**src/rtl/tmds_channel_decoder_if.sv**
```systemverilog
// Raw channel-word input and decoded outputs of one TMDS receive channel.
interface tmds_channel_decoder_if;
  logic [9:0] sym_i;
  logic [7:0] data_o;
  logic       de_o;
  logic [1:0] ctrl_o;
  logic       locked_o;
  logic [3:0] offset_o;

  // Source side: supplies channel words and observes the decode.
  modport master (
    output sym_i,
    input  data_o, de_o, ctrl_o, locked_o, offset_o
  );

  // Decoder side.
  modport slave (
    input  sym_i,
    output data_o, de_o, ctrl_o, locked_o, offset_o
  );
endinterface

```
**src/rtl/tmds_channel_decoder.sv**
```systemverilog
// TMDS receive channel: finds 10-bit symbol alignment by sliding a window
// over two consecutive channel words, locks on a run of control tokens,
// then decodes control tokens and 8b/10b data with a fixed two-stage pipeline.
module tmds_channel_decoder #(
  parameter int LOCK_COUNT     = 8,
  parameter int SEARCH_TIMEOUT = 64,
  parameter int LOSS_TIMEOUT   = 4096
) (
  input logic                   clk_sys,
  input logic                   rst,
  tmds_channel_decoder_if.slave bus
);

  localparam int TOK_W  = $clog2(LOCK_COUNT + 1);
  localparam int TMO_W  = $clog2(SEARCH_TIMEOUT + 1);
  localparam int LOSS_W = $clog2(LOSS_TIMEOUT + 1);

  localparam logic [TOK_W-1:0]  TOK_LAST  = TOK_W'(LOCK_COUNT - 1);
  localparam logic [TMO_W-1:0]  TMO_LAST  = TMO_W'(SEARCH_TIMEOUT - 1);
  localparam logic [LOSS_W-1:0] LOSS_LAST = LOSS_W'(LOSS_TIMEOUT - 1);

  localparam logic [9:0] TOKEN_C00 = 10'b1101010100;
  localparam logic [9:0] TOKEN_C01 = 10'b0010101011;
  localparam logic [9:0] TOKEN_C10 = 10'b0101010100;
  localparam logic [9:0] TOKEN_C11 = 10'b1010101011;

  typedef enum logic {
    SEARCH = 1'b0,
    LOCKED = 1'b1
  } state_t;

  state_t            state_q;
  logic [9:0]        sym_q;       // previous channel word
  logic [9:0]        s1_win_q;    // stage1: aligned symbol
  logic              s1_valid_q;  // 0 for the one symbol captured at the old offset
  logic [3:0]        offset_q;
  logic [TOK_W-1:0]  tok_cnt_q;
  logic [TMO_W-1:0]  tmo_q;
  logic [LOSS_W-1:0] loss_cnt_q;
  logic              locked_q;
  logic [7:0]        data_q;
  logic              de_q;
  logic [1:0]        ctrl_q;

  logic [19:0] cat;
  logic [19:0] cat_sh;
  logic [9:0]  win;
  logic        s1_is_tok;
  logic [1:0]  s1_tok_val;
  logic [7:0]  s1_q;
  logic [7:0]  s1_data;
  logic [3:0]  offset_next;
  logic        lock_hit;
  logic        tmo_hit;
  logic        loss_hit;
  logic        locked_next;

  // Select the 10-bit symbol window from the current and previous word.
  always_comb begin
    cat    = {bus.sym_i, sym_q};
    cat_sh = cat >> offset_q;
    win    = cat_sh[9:0];
  end

  // Classify the stage1 symbol and run the 8b/10b data decode on it.
  always_comb begin
    // NOTE: every variable gets a default before the case so no latch is inferred.
    s1_is_tok  = 1'b1;
    s1_tok_val = 2'b00;
    case (s1_win_q)
      TOKEN_C00: s1_tok_val = 2'b00;
      TOKEN_C01: s1_tok_val = 2'b01;
      TOKEN_C10: s1_tok_val = 2'b10;
      TOKEN_C11: s1_tok_val = 2'b11;
      default:   s1_is_tok  = 1'b0;
    endcase
    s1_q       = s1_win_q[9] ? ~s1_win_q[7:0] : s1_win_q[7:0];
    s1_data    = '0;
    s1_data[0] = s1_q[0];
    for (int i = 1; i < 8; i++) begin
      s1_data[i] = s1_win_q[8] ? (s1_q[i] ^ s1_q[i-1]) : ~(s1_q[i] ^ s1_q[i-1]);
    end
  end

  // Lock / timeout / loss decisions for this edge, and the resulting lock state.
  always_comb begin
    offset_next = (offset_q == 4'd9) ? 4'd0 : offset_q + 4'd1;
    lock_hit    = s1_valid_q && s1_is_tok && (tok_cnt_q == TOK_LAST);
    tmo_hit     = (tmo_q == TMO_LAST);
    loss_hit    = !s1_is_tok && (loss_cnt_q == LOSS_LAST);
    locked_next = (state_q == SEARCH) ? lock_hit : !loss_hit;
  end

  // Word history, stage1, alignment FSM and registered outputs.
  // NOTE: the word history and stage1 are reset too, so no stale symbol can
  // be decoded or counted right after reset.
  always_ff @(posedge clk_sys or posedge rst) begin
    if (rst) begin
      state_q    <= SEARCH;
      sym_q      <= '0;
      s1_win_q   <= '0;
      s1_valid_q <= 1'b1;
      offset_q   <= '0;
      tok_cnt_q  <= '0;
      tmo_q      <= '0;
      loss_cnt_q <= '0;
      locked_q   <= 1'b0;
      data_q     <= '0;
      de_q       <= 1'b0;
      ctrl_q     <= '0;
    end else begin
      // NOTE: non-blocking assignments so every register samples pre-edge values.
      sym_q      <= bus.sym_i;
      s1_win_q   <= win;
      s1_valid_q <= 1'b1;

      if (!s1_valid_q) begin
        de_q   <= 1'b0;
        data_q <= '0;
      end else if (s1_is_tok) begin
        ctrl_q <= s1_tok_val;
        de_q   <= 1'b0;
        data_q <= '0;
      end else begin
        de_q   <= locked_next;
        data_q <= locked_next ? s1_data : '0;
      end

      case (state_q)
        SEARCH: begin
          if (lock_hit) begin
            state_q    <= LOCKED;
            locked_q   <= 1'b1;
            loss_cnt_q <= '0;
            tok_cnt_q  <= '0;
            tmo_q      <= '0;
          end else if (tmo_hit) begin
            offset_q   <= offset_next;
            tok_cnt_q  <= '0;
            tmo_q      <= '0;
            s1_valid_q <= 1'b0;
          end else begin
            tmo_q <= tmo_q + TMO_W'(1);
            if (s1_valid_q) begin
              tok_cnt_q <= s1_is_tok ? tok_cnt_q + TOK_W'(1) : '0;
            end
          end
        end
        LOCKED: begin
          if (s1_is_tok) begin
            loss_cnt_q <= '0;
          end else if (loss_hit) begin
            state_q    <= SEARCH;
            locked_q   <= 1'b0;
            offset_q   <= offset_next;
            tok_cnt_q  <= '0;
            tmo_q      <= '0;
            loss_cnt_q <= '0;
            s1_valid_q <= 1'b0;
          end else begin
            loss_cnt_q <= loss_cnt_q + LOSS_W'(1);
          end
        end
        default: state_q <= SEARCH;
      endcase
    end
  end

  assign bus.data_o   = data_q;
  assign bus.de_o     = de_q;
  assign bus.ctrl_o   = ctrl_q;
  assign bus.locked_o = locked_q;
  assign bus.offset_o = offset_q;

endmodule
```
**src/flat_wrapper.sv**
```systemverilog
// flat-port wrapper written by rule: the top's interface ports become plain ports
module tmds_channel_decoder_flat 
#(
  parameter int LOCK_COUNT     = 8,
  parameter int SEARCH_TIMEOUT = 64,
  parameter int LOSS_TIMEOUT   = 4096
)
  (clk_sys, rst, bus_sym_i, bus_data_o, bus_de_o, bus_ctrl_o, bus_locked_o, bus_offset_o);
  tmds_channel_decoder_if bus_i ();
  input logic clk_sys;
  input logic rst;
  input wire logic [$bits(bus_i.sym_i)-1:0] bus_sym_i;
  output wire logic [$bits(bus_i.data_o)-1:0] bus_data_o;
  output wire logic [$bits(bus_i.de_o)-1:0] bus_de_o;
  output wire logic [$bits(bus_i.ctrl_o)-1:0] bus_ctrl_o;
  output wire logic [$bits(bus_i.locked_o)-1:0] bus_locked_o;
  output wire logic [$bits(bus_i.offset_o)-1:0] bus_offset_o;
  assign bus_i.sym_i = bus_sym_i;
  assign bus_data_o = bus_i.data_o;
  assign bus_de_o = bus_i.de_o;
  assign bus_ctrl_o = bus_i.ctrl_o;
  assign bus_locked_o = bus_i.locked_o;
  assign bus_offset_o = bus_i.offset_o;
  tmds_channel_decoder #(.LOCK_COUNT(LOCK_COUNT), .SEARCH_TIMEOUT(SEARCH_TIMEOUT), .LOSS_TIMEOUT(LOSS_TIMEOUT)) u_core (.clk_sys(clk_sys), .rst(rst), .bus(bus_i));
endmodule
```
**config.mk**
```make
export PLATFORM = sky130hd
export DESIGN_NAME = tmds_channel_decoder_flat
export DESIGN_NICKNAME = d
export VERILOG_FILES = /design/src/rtl/tmds_channel_decoder_if.sv /design/src/rtl/tmds_channel_decoder.sv /design/src/flat_wrapper.sv
export SDC_FILE = /design/constraint.sdc
export NUM_CORES = 1
export LEC_CHECK = 0
export BUFFER_PORTS_ARGS = -buffer_cell sky130_fd_sc_hd__buf_4
export CELL_PAD_IN_SITES_DETAIL_PLACEMENT = 0
export CELL_PAD_IN_SITES_GLOBAL_PLACEMENT = 2
export CORE_MARGIN = 3
export CORE_UTILIZATION = 39
export CTS_CLUSTER_DIAMETER = 100
export DETAILED_ROUTE_END_ITERATION = 7
export GPL_ROUTABILITY_DRIVEN = 0
export GPL_TIMING_DRIVEN = 0
export HOLD_SLACK_MARGIN = 0.1
export PLACE_DENSITY = 0.81
export SLEW_MARGIN = 20
export SYNTH_ARGS = -nofsm -noshare
export SYNTH_HDL_FRONTEND = slang
export SYNTH_SLANG_ARGS = --single-unit
```
**constraint.sdc**
```tcl
create_clock -name clk_sys -period 3.2 [get_ports clk_sys]
set_clock_uncertainty 0.2 [all_clocks]
set_input_delay 0.64 -clock clk_sys [delete_from_list [all_inputs] [get_ports clk_sys]]
set_output_delay 0.64 -clock clk_sys [all_outputs]
set_load 0.05 [all_outputs]
```
# Word-level counts from Yosys, hierarchy flattened
# Cells that the tools add are included.
# word_totals
regBits,62
input_bits,12
out_inout_bits,16
word_cells,107
# classes
n_addsub,4
n_eq_ne,14
shifts,1
muxes,49
bitwise_logic,16
reduce_logical,11
# op_table
cell,count
4-bit 2-to-1 mux,11
13-bit 2-to-1 mux,3
8-bit 2-to-1 mux,4
7-bit 2-to-1 mux,4
13-bit one-hot mux with 2 select lines,1
10-bit equality test (second input constant),2
20-bit by 4-bit >> shifter with 10-bit output,1
1-bit 2-to-1 mux,19
4-bit one-hot mux with 2 select lines,2
7-bit one-hot mux with 2 select lines,1
13-bit by 1-bit adder with 13-bit output (second input constant),1
13-bit by 12-bit equality test with 1-bit output (second input constant),1
10-bit by 8-bit equality test with 1-bit output (second input constant),1
10-bit by 9-bit equality test with 1-bit output (second input constant),1
4-bit by 1-bit adder with 4-bit output (second input constant),2
1-bit NOT,8
8-bit NOT,1
7-bit by 1-bit adder with 7-bit output (second input constant),1
7-bit by 6-bit equality test with 1-bit output (second input constant),1
1-bit bitwise XOR,7
2-bit != test (second input constant),3
1-bit one-hot mux with 2 select lines,3
2-bit one-hot mux with 3 select lines,1
3-bit AND reduction,2
other kinds (9),14

# Longest topological paths before layout
# Gate-level depths: netlist of run 1.
# depth
depth_word,10
depth_mapped,8
mapped_depth_nobuf,7

# Least setup slack after synthesis of run 1
# OpenSTA, ideal clock, no wires.
# synth_timing
path_type,register to register
from,register u_core.offset_q[0] (netlist: u_core.bus.offset_o[0])
to,register u_core.s1_win_q[2]
setup_time_ns,0.125
arrival_time_ns,2.095
required_ns,2.875
slack_ns,0.780
stages_incl_launch_ff,7
path_buffers,2
period_less_slack_ns,2.420
cell_sequence,dfrtp_1 clkbuf_1 buf_2 mux4_2 nor2_1 a21oi_1 mux2_2
# synth_via
elab_chain_cells,1
# synth_lines
item,line_no,rtl
start: declaration,tmds_channel_decoder.sv:36,logic [3:0] offset_q;
start signal: assignment,tmds_channel_decoder.sv:138,offset_q <= offset_next;
start signal: assignment,tmds_channel_decoder.sv:155,offset_q <= offset_next;
20-bit by 4-bit >> shifter with 10-bit output,tmds_channel_decoder.sv:61,cat_sh = cat >> offset_q;
net u_core.cat_sh[2],tmds_channel_decoder.sv:46,logic [19:0] cat_sh;
end signal: assignment,tmds_channel_decoder.sv:114,s1_win_q <= win;
end: declaration,tmds_channel_decoder.sv:34,logic [9:0] s1_win_q;
# The timed path passes the listed nets, and every way through them passes these cells.
# A chain may end at the register's enable or synchronous reset.

# Worst setup path in the final report of run 1
# layout_timing
from,register u_core.s1_win_q[4]
to,register u_core.offset_q[1] (netlist: u_core.bus.offset_o[1])
# layout_via
elab_chain_cells,7
elab_cells_between_ends,14
cone_classes,eq/ne (7); mux (1); reduce/logical (6)
# layout_lines
item,line_no,rtl
10-bit equality test (tied with other cells),tmds_channel_decoder.sv:70,case (s1_win_q)
4-bit OR reduction (no source line) *,n/a,
1-bit 2-to-1 mux *,tmds_channel_decoder.sv:70,
1-bit logical AND or 1-bit zero test (tied branches),"tmds_channel_decoder.sv:88, tmds_channel_decoder.sv:90",
"1-bit logical AND, on equally long branches","tmds_channel_decoder.sv:88, tmds_channel_decoder.sv:90",
2-bit != test (no source line),n/a,
4-bit AND reduction (no source line) *,n/a,
# Mark *: on every way between the ends. The rest lies on a longest branch, timed or not.

==> results of run 1 <==
==> metrics by stage <==
| step | instances | total power [mW] | util |
|---|---|---|---|
| 2_1_floorplan | 333 | 0.907 | - |
| 3_3_place_gp | 465 | 0.946 | 0.454 |
| 3_5_place_dp | 466 | 0.951 | 0.458 |
| 4_1_cts | 483 | 1.66 | 0.482 |
| 5_1_grt | 483 | 1.70 | 0.484 |
| 6_report | 483 | 1.64 | 0.484 |
==> metal layers <==
layer | up-vias | wire [µm] | global-route usage
met2 | 61 | 3420 | 0.241
met4 | 0 | 100 | 0.0528
met3 | 9 | 313 | 0.0381
met5 | - | 0 | 0
li1 | 1317 | - | -
met1 | 1325 | 4250 | 0.272
==> sequential cells by signal (all words and copies together) (netlist names), 2 cells and up <==
signal               cells
u_core.bus.ctrl_o        2
u_core.bus.data_o        8
u_core.tok_cnt_q         4
u_core.loss_cnt_q       13
u_core.sym_q            10
u_core.bus.offset_o      4
u_core.s1_win_q         10
u_core.tmo_q             7
==> synth_stat cells (all sizes together), types with 6 or more instances <==
cell / number
o21ai: 11
a31oi: 6
a22o: 10
mux2i: 10
mux2: 14
nor3: 9
nor4: 6
ha: 9
inv: 16
dfrtp: 61
buf: 8
xnor2: 12
nand2: 20
a21oi: 10
nor2: 31
mux4: 10
clkbuf: 11
nand3: 16
==> cell families after synthesis <==
logic type | Yosys count | share of synthesized area
simple gates | 105 | 0.157
mux | 34 | 0.139
flops | 62 | 0.442
buf+inv | 37 | 0.0421
compound gates | 73 | 0.156
fa+ha+maj | 9 | 0.0321
xor+xnor | 13 | 0.0324
==> report_power, final <==
group | internal [mW] | switching [mW] | total [mW]
clock network | 0.378 | 0.328 | 0.706
logic | 0.0578 | 0.0671 | 0.125
registers | 0.799 | 0.0120 | 0.811
total | 1.23 | 0.407 | 1.64
==> cell type report <==
class / instances / share of cell area
Buffer: 19 / 0.0196
Clock buffer: 10 / 0.0336
Clock inverter: 6 / 0.0150
Inverter: 18 / 0.0171
Multi-Input combinational cell: 234 / 0.445
Sequential cell: 62 / 0.379
Tap cell: 105 / 0.0321
Timing Repair Buffer: 29 / 0.0587
==> worst min path at each step <==
stage	from	slack [ns]	end	cells past startpoint
floorplan	u_core.loss_cnt_q[12]	0.25	u_core.loss_cnt_q[12]	1
global placement	u_core.loss_cnt_q[12]	0.27	u_core.loss_cnt_q[12]	1
detailed placement	u_core.loss_cnt_q[12]	0.27	u_core.loss_cnt_q[12]	1
CTS	bus_sym_i[3]	0.21	u_core.sym_q[3]	1
global route	bus_sym_i[2]	0.20	u_core.sym_q[2]	1
finish	bus_sym_i[1]	0.22	u_core.sym_q[1]	1
==> timing repair <==
| action | in CTS | in global routing |
|---|---|---|
| endpoints found under the hold margin | 10 | 0 |
| hold buffers | 1 | 0 |
| endpoints found under the setup margin | 0 | 0 |
==> results.yml, run 1 <==
outcome:
  outcome: "finished, final reports clean"
clock_tree:
  clock-sinks: 62
  cts_tree: "built"
  post_cts_buffers: 0
  path_clk_slew_ns: 0.07
  cts_buffers: 9
  clock_tree.root_cell: "clkbuf_8"
  cts.repair.resized: 0
  h-tree-depth: 3
  clk_latency_ns: 0.34
  cts_buffer_depth: 2
route:
  drc: 0
  drt_iter0_drc: 174
  postRouteAntennaNets: 0
  via_per_inst: 5.61
  routed_wl_um: 8080
  wl_per_cell_um: 16.7
  drt_pass1_iterations: 5
  vias: 2712
critical_path:
  path_depth: 8
  crit_family: "compound AO/OA/AOI/OAI gates"
  end_kind: "flop"
  critPathSlowestCell: "nor4_1"
  startpoint: "u_core.s1_win_q[4]"
  worstPathRequired_ns: 3.26
  ff2ff_setup_slack_ns: 0.39
  crit_chain: "inv_1, ha_1, nand2_1, nor4_1, o21ai_1, clkbuf_1, a32oi_1, mux2i_1"
  critPathMaxStageDelay_ns: 0.56
  critPathMaxFanout: 10
  cp-start-kind: "flop"
  r2r-start: "u_core.s1_win_q[4]"
  crit_buf_inv: 2
  timing.rr.end: "u_core.bus.offset_o[1]"
  critical_path_class: "reg2reg"
  endpoint: "u_core.bus.offset_o[1]"
  crit_arrival_ns: 2.87
  rr_worst_depth: 8
logic_synthesis:
  synth_flop_cell: "dfrtp_1"
  synth_top_cell_area_share: 0.435
  synth_seq_area_share: 0.442
  synth.distinct_cells: 65
  synth_area_per_cell_um2: 10.5
  yosys.area.top_type: "dfrtp_1"
  syn_area_um2: 3510
  synthCells: 333
  synth-edff-count: 0
  synthArstFlopShare: 1.00
  ys_seq_elements: 62
  ys.warnings.count: 0
  synth.top_cells.by_area: "dfrtp_1 43%, mux4_2 6.4%, mux2_2 4.2%, nor2_1 3.3%, ha_1 3.2%"
  syn-num-nets: 354
placement:
  hpwlAfterDp_um: 5830
  io_buffers: 27
  place_area_um2: 3870
  pre_cts_slack_ns: 0.376
sta:
  tns_ns: 0
  fin_ws_ns: 0.388
  period_needed_ns: 2.81
  rsz0062_at_grt: "false"
  worstMarginPinSlew_ns: 1.03
  drv_slew: 0
  max_slew_margin: 0.305
  max_freq_ghz: 0.356
  finalSetupViolations: 0
  final_hold_viol_count: 0
  finalCritPeriodShare: 0.879
  hold_slack_ns: 0.217
die:
  die_h_um: 101
  die_x_um: 101
  die-area_um2: 10200
  rows: 33
  ios: 28
  core-area_um2: 8460
  initial_core_util: 0.415
cells_and_area:
  multiInputGateArea_um2: 1820
  diodes: 0
  synthToLayoutAreaGrowth_pct: 16.6
  drive_above_1_share: 0.228
  final_cell_mix: "61 x dfrtp_1, 31 x nor2_1, 27 x buf_4"
  regArea_um2: 1550
  final_nets: 394
  final_common_cell: "dfrtp_1"
  fin_area_um2: 4090
  fillers: 831
grt:
  grt_pass1_vias: 2629
  antenna_found_initial: 0
  grt-ovfl-total: 0
  track_usage: 0.175
  grt_pass1_wl_um: 13900
  grt_max_degree: 53
pwr:
  irDropWorstVdd_uv: 217
  p_per_area_nw_per_um2: 401
  power.leakage_nw: 1.79
flow_run:
  drv_cap: 0
min_path:
  holdCritPathClass: "in2reg"
Power figures use the tool's default switching activity.
==> inputs of run 2 (changes only) <==
--- a/config.mk
+++ b/config.mk
@@ -15,6 +15,7 @@
 export GPL_ROUTABILITY_DRIVEN = 0
 export GPL_TIMING_DRIVEN = 0
 export HOLD_SLACK_MARGIN = 0.1
+export MAX_ROUTING_LAYER = met4
 export PLACE_DENSITY = 0.81
 export SLEW_MARGIN = 20
 export SYNTH_ARGS = -nofsm -noshare
==> results.yml, run 2 (synthesis results as in run 1) <==
outcome:
  outcome: "finished, final reports clean"
pwr:
  p_comb_frac: 0.076
  switching_share: 0.248
  irDropWorstVdd_uv: 217
  power_mw: 1.64
  p_per_area_nw_per_um2: 401
  power.internal_mw: 1.23
  power.leakage_nw: 1.79
  p_switching_mw: 0.407
  p_seq_frac: 0.494
  clock_power_share: 0.430
route:
  drt_iter0_drc: 156
  via_per_inst: 5.63
  vias: 2718
  routed_wl_um: 8110
  postRouteAntennaNets: 0
  wl_per_cell_um: 16.8
  drc: 0
  drt_pass1_iterations: 4
clock_tree:
  cts_buffer_depth: 2
  hold_buffers: 1
  cts_buffers: 9
  clock-sinks: 62
  path_clk_slew_ns: 0.07
  h-tree-depth: 3
  cts.repair.resized: 0
  clk_latency_ns: 0.35
  clock_tree.root_cell: "clkbuf_8"
  post_cts_buffers: 0
  cts_tree: "built"
critical_path:
  worstPathRequired_ns: 3.26
  end_kind: "flop"
  critical_path_class: "reg2reg"
  cp-start-kind: "flop"
  crit_arrival_ns: 2.88
  critPathMaxFanout: 10
  ff2ff_setup_slack_ns: 0.38
cells_and_area:
  max_flop_register: "u_core.loss_cnt_q"
  drive_above_1_share: 0.228
  diodes: 0
  synthToLayoutAreaGrowth_pct: 16.6
  final_cell_mix: "61 x dfrtp_1, 31 x nor2_1, 27 x buf_4"
  largest_reg_flops: 13
  fin_area_um2: 4090
  final_nets: 394
  reg_top3: "u_core.loss_cnt_q (13), u_core.s1_win_q (10), u_core.sym_q (10)"
  final_common_cell: "dfrtp_1"
die:
  core-area_um2: 8460
  initial_core_util: 0.415
  die_h_um: 101
  die-area_um2: 10200
  ios: 28
  die_x_um: 101
  rows: 33
grt:
  antenna_found_initial: 0
  track_usage: 0.180
  grt_pass1_vias: 2627
  grt_max_degree: 53
  grt-ovfl-total: 0
  grt_pass1_wl_um: 13900
placement:
  place_area_um2: 3870
  hpwlAfterDp_um: 5830
  io_buffers: 27
sta:
  max_slew_margin: 0.307
  final_hold_viol_count: 0
  max_freq_ghz: 0.355
  drv_slew: 0
  finalCritPeriodShare: 0.880
  period_needed_ns: 2.82
  finalSetupViolations: 0
  rsz0062_at_grt: "false"
  worstMarginPinSlew_ns: 1.03
min_path:
  holdCritPathClass: "in2reg"
flow_run:
  drv_cap: 0
[run 2: through the flow]
| step | setup TNS [ns] | setup slack (ns) | instances | utilization | hold WS [ns] |
|---|---|---|---|---|---|
| floorplan | 0 | 0.780 | 333 | - | 0.248 |
| global placement | -2.60 | -0.0478 | 465 | 0.454 | 0.272 |
| detailed placement | 0 | 0.376 | 466 | 0.458 | 0.267 |
| CTS | 0 | 0.356 | 483 | 0.482 | 0.207 |
| global route | 0 | 0.0682 | 483 | 0.484 | 0.202 |
| finish | 0 | 0.383 | 483 | 0.484 | 0.215 |
[run 2: critical path: stages, from the launching register on]
cell and delay [ns]:
dfrtp_1 0.41, inv_1 0.07, ha_1 0.14, nand2_1 0.05
nor4_1 0.57, o21ai_1 0.39, clkbuf_1 0.36, a32oi_1 0.31
mux2i_1 0.23
[run 2: final timing paths]
path / depth (start not counted) / from / endpoint
worst max-delay path: 8 / u_core.s1_win_q[4] / u_core.bus.offset_o[1]
worst min-delay path: 1 / bus_sym_i[1] / u_core.sym_q[1]
worst max register to register: 8 / u_core.s1_win_q[4] / u_core.bus.offset_o[1]
worst min register to register: 1 / u_core.loss_cnt_q[12] / u_core.loss_cnt_q[12]
max in group asynchronous: 4 / rst / u_core.s1_valid_q
min in group asynchronous: 3 / rst / u_core.tok_cnt_q[1]
[run 2: layout make-up]
class                           count  area (µm²)
Fill cell                         831        4370
Multi-Input combinational cell    234        1820
Sequential cell                    62        1550
Timing Repair Buffer               29         240
Clock buffer                       10         138
Tap cell                          105         131
Buffer                             19        80.1
Inverter                           18        70.1
Clock inverter                      6        61.3
[run 2: routing by layer]
layer	routed length, µm	vias to the layer above	global-route usage
li1	-	1317	-
met5	0	-	-
met1	4280	1331	0.273
met2	3400	60	0.240
met4	96	0	0.0528
met3	334	10	0.0381
[run 2: power by group through the flow]
| stage | logic [mW] | registers [mW] | clock network, mW |
|---|---|---|---|
| 4_1_cts | 0.127 | 0.811 | 0.718 |
| 2_1_floorplan | 0.0734 | 0.834 | 0 |
| 3_5_place_dp | 0.125 | 0.826 | 0 |
| 3_3_place_gp | 0.120 | 0.826 | 0 |
| 5_1_grt | 0.139 | 0.813 | 0.751 |
| 6_report | 0.125 | 0.811 | 0.706 |
==> inputs of run 3 (changes only) <==
==> constraint.sdc (replaced) <==
create_clock -name clk_sys -period 3.2 [get_ports clk_sys]
set_clock_uncertainty 0.2 [all_clocks]
set_input_delay 0.32 -clock clk_sys [delete_from_list [all_inputs] [get_ports clk_sys]]
set_output_delay 0.32 -clock clk_sys [all_outputs]
set_load 0.05 [all_outputs]
==> results.yml, run 3 (synthesis results as in run 1) <==
die:
  initial_core_util: 0.415
  core-area_um2: 8460
  ios: 28
  die-area_um2: 10200
  die_h_um: 101
  rows: 33
  die_x_um: 101
critical_path:
  cp-start-kind: "flop"
  critical_path_class: "reg2reg"
  worstPathRequired_ns: 3.26
  end_kind: "flop"
  critPathMaxFanout: 10
  crit_arrival_ns: 2.87
sta:
  finalCritPeriodShare: 0.876
  tns_ns: 0
  worstMarginPinSlew_ns: 1.04
  max_slew_margin: 0.303
  rsz0062_at_grt: "false"
  period_needed_ns: 2.80
  finalSetupViolations: 0
  drv_slew: 0
  fin_ws_ns: 0.396
  max_freq_ghz: 0.357
  final_hold_viol_count: 0
pwr:
  irDropWorstVdd_uv: 217
  power.leakage_nw: 1.83
  p_per_area_nw_per_um2: 394
cells_and_area:
  reg_top3: "u_core.loss_cnt_q (13), u_core.s1_win_q (10), u_core.sym_q (10)"
  final_common_cell: "dfrtp_1"
  largest_reg_flops: 13
  fin_area_um2: 4190
  final_cells: 493
  drive_above_1_share: 0.222
  synthToLayoutAreaGrowth_pct: 19.4
  fillers: 813
  final_cell_mix: "61 x dfrtp_1, 31 x nor2_1, 27 x buf_4"
  final_nets: 404
  diodes: 0
  regArea_um2: 1550
  multiInputGateArea_um2: 1820
  max_flop_register: "u_core.loss_cnt_q"
clock_tree:
  cts_tree: "built"
  h-tree-depth: 3
  clk_latency_ns: 0.35
  path_clk_slew_ns: 0.08
  clock_tree.root_cell: "clkbuf_8"
  cts_buffer_depth: 2
  clock-sinks: 62
  cts_buffers: 9
route:
  vias: 2735
  postRouteAntennaNets: 0
  drt_pass1_iterations: 4
  routed_wl_um: 8180
  drc: 0
  via_per_inst: 5.55
  drt_iter0_drc: 178
  wl_per_cell_um: 16.6
grt:
  grt_max_degree: 53
  antenna_found_initial: 0
  grt_pass1_wl_um: 14000
  track_usage: 0.182
  grt_pass1_vias: 2678
  grt-ovfl-total: 0
min_path:
  holdCritPathClass: "in2async"
flow_run:
  drv_cap: 0
placement:
  place_area_um2: 3870
  pre_cts_slack_ns: 0.376
  place_inst: 466
  hpwlAfterDp_um: 5830
  io_buffers: 27
outcome:
  outcome: "finished, final reports clean"
## run 3: cell types whose count changed in the layout (fill, tap and decap cells not counted), sizes merged
cell,delta
dlygate4sd3,+10
## run 3: worst paths after layout
path,from,endpoint,slack [ns],cells after the start
min in group clk_sys,u_core.loss_cnt_q[12],u_core.loss_cnt_q[12],0.28,1
max in group asynchronous,rst,u_core.s1_valid_q,2.03,4
hold / removal,rst,u_core.tok_cnt_q[1],0.23,3
hold reg to reg,u_core.loss_cnt_q[12],u_core.loss_cnt_q[12],0.28,1
setup / recovery,u_core.s1_win_q[4],u_core.bus.offset_o[1],0.40,8
setup reg to reg,u_core.s1_win_q[4],u_core.bus.offset_o[1],0.40,8
## run 3: final cells by class
class | count | share of cell area
clock buffers | 10 | 0.0328
well taps | 105 | 0.0313
clock inverters | 6 | 0.0146
plain buffers | 19 | 0.0191
repair buffers | 39 | 0.0812
flip-flops and latches | 62 | 0.370
inverters | 18 | 0.0167
multi-input cells | 234 | 0.434
## run 3: report_power, final
| part | leakage, nW | switching, mW | internal [mW] |
|---|---|---|---|
| registers | 0.802 | 0.0121 | 0.799 |
| clock network | 0.102 | 0.326 | 0.378 |
| logic | 0.931 | 0.0689 | 0.0657 |
| total | 1.83 | 0.407 | 1.24 |
## run 3: metrics by stage
| stage | power, mW | utilization | hold slack [ns] |
|---|---|---|---|
| global placement | 0.946 | 0.454 | 0.243 |
| global route | 1.71 | 0.495 | 0.242 |
| floorplan | 0.907 | - | 0.151 |
| detailed placement | 0.951 | 0.458 | 0.0482 |
| CTS | 1.67 | 0.494 | 0.226 |
| finish | 1.65 | 0.495 | 0.232 |
## run 3: layer usage
metal  wire [µm]  vias up  global-route usage
li1            -     1335                   -
met5           0        -                   -
met3         303       10              0.0381
met1        4280     1334               0.273
met4         101        0              0.0528
met2        3500       56               0.245
## run 3: repair_timing
action | CTS | global route
hold buffers | 11 | 0
setup buffers | 0 | 0
endpoints found under the setup margin | 0 | 0
resized for setup | 0 | 0
endpoints found under the hold margin | 71 | 0
## run 3: worst max-delay path: stages (launching register included)
cell,delay [ns]
dfrtp_1,0.41
inv_1,0.07
ha_1,0.14
nand2_1,0.05
nor4_1,0.57
o21ai_1,0.38
clkbuf_1,0.36
a32oi_1,0.31
mux2i_1,0.23
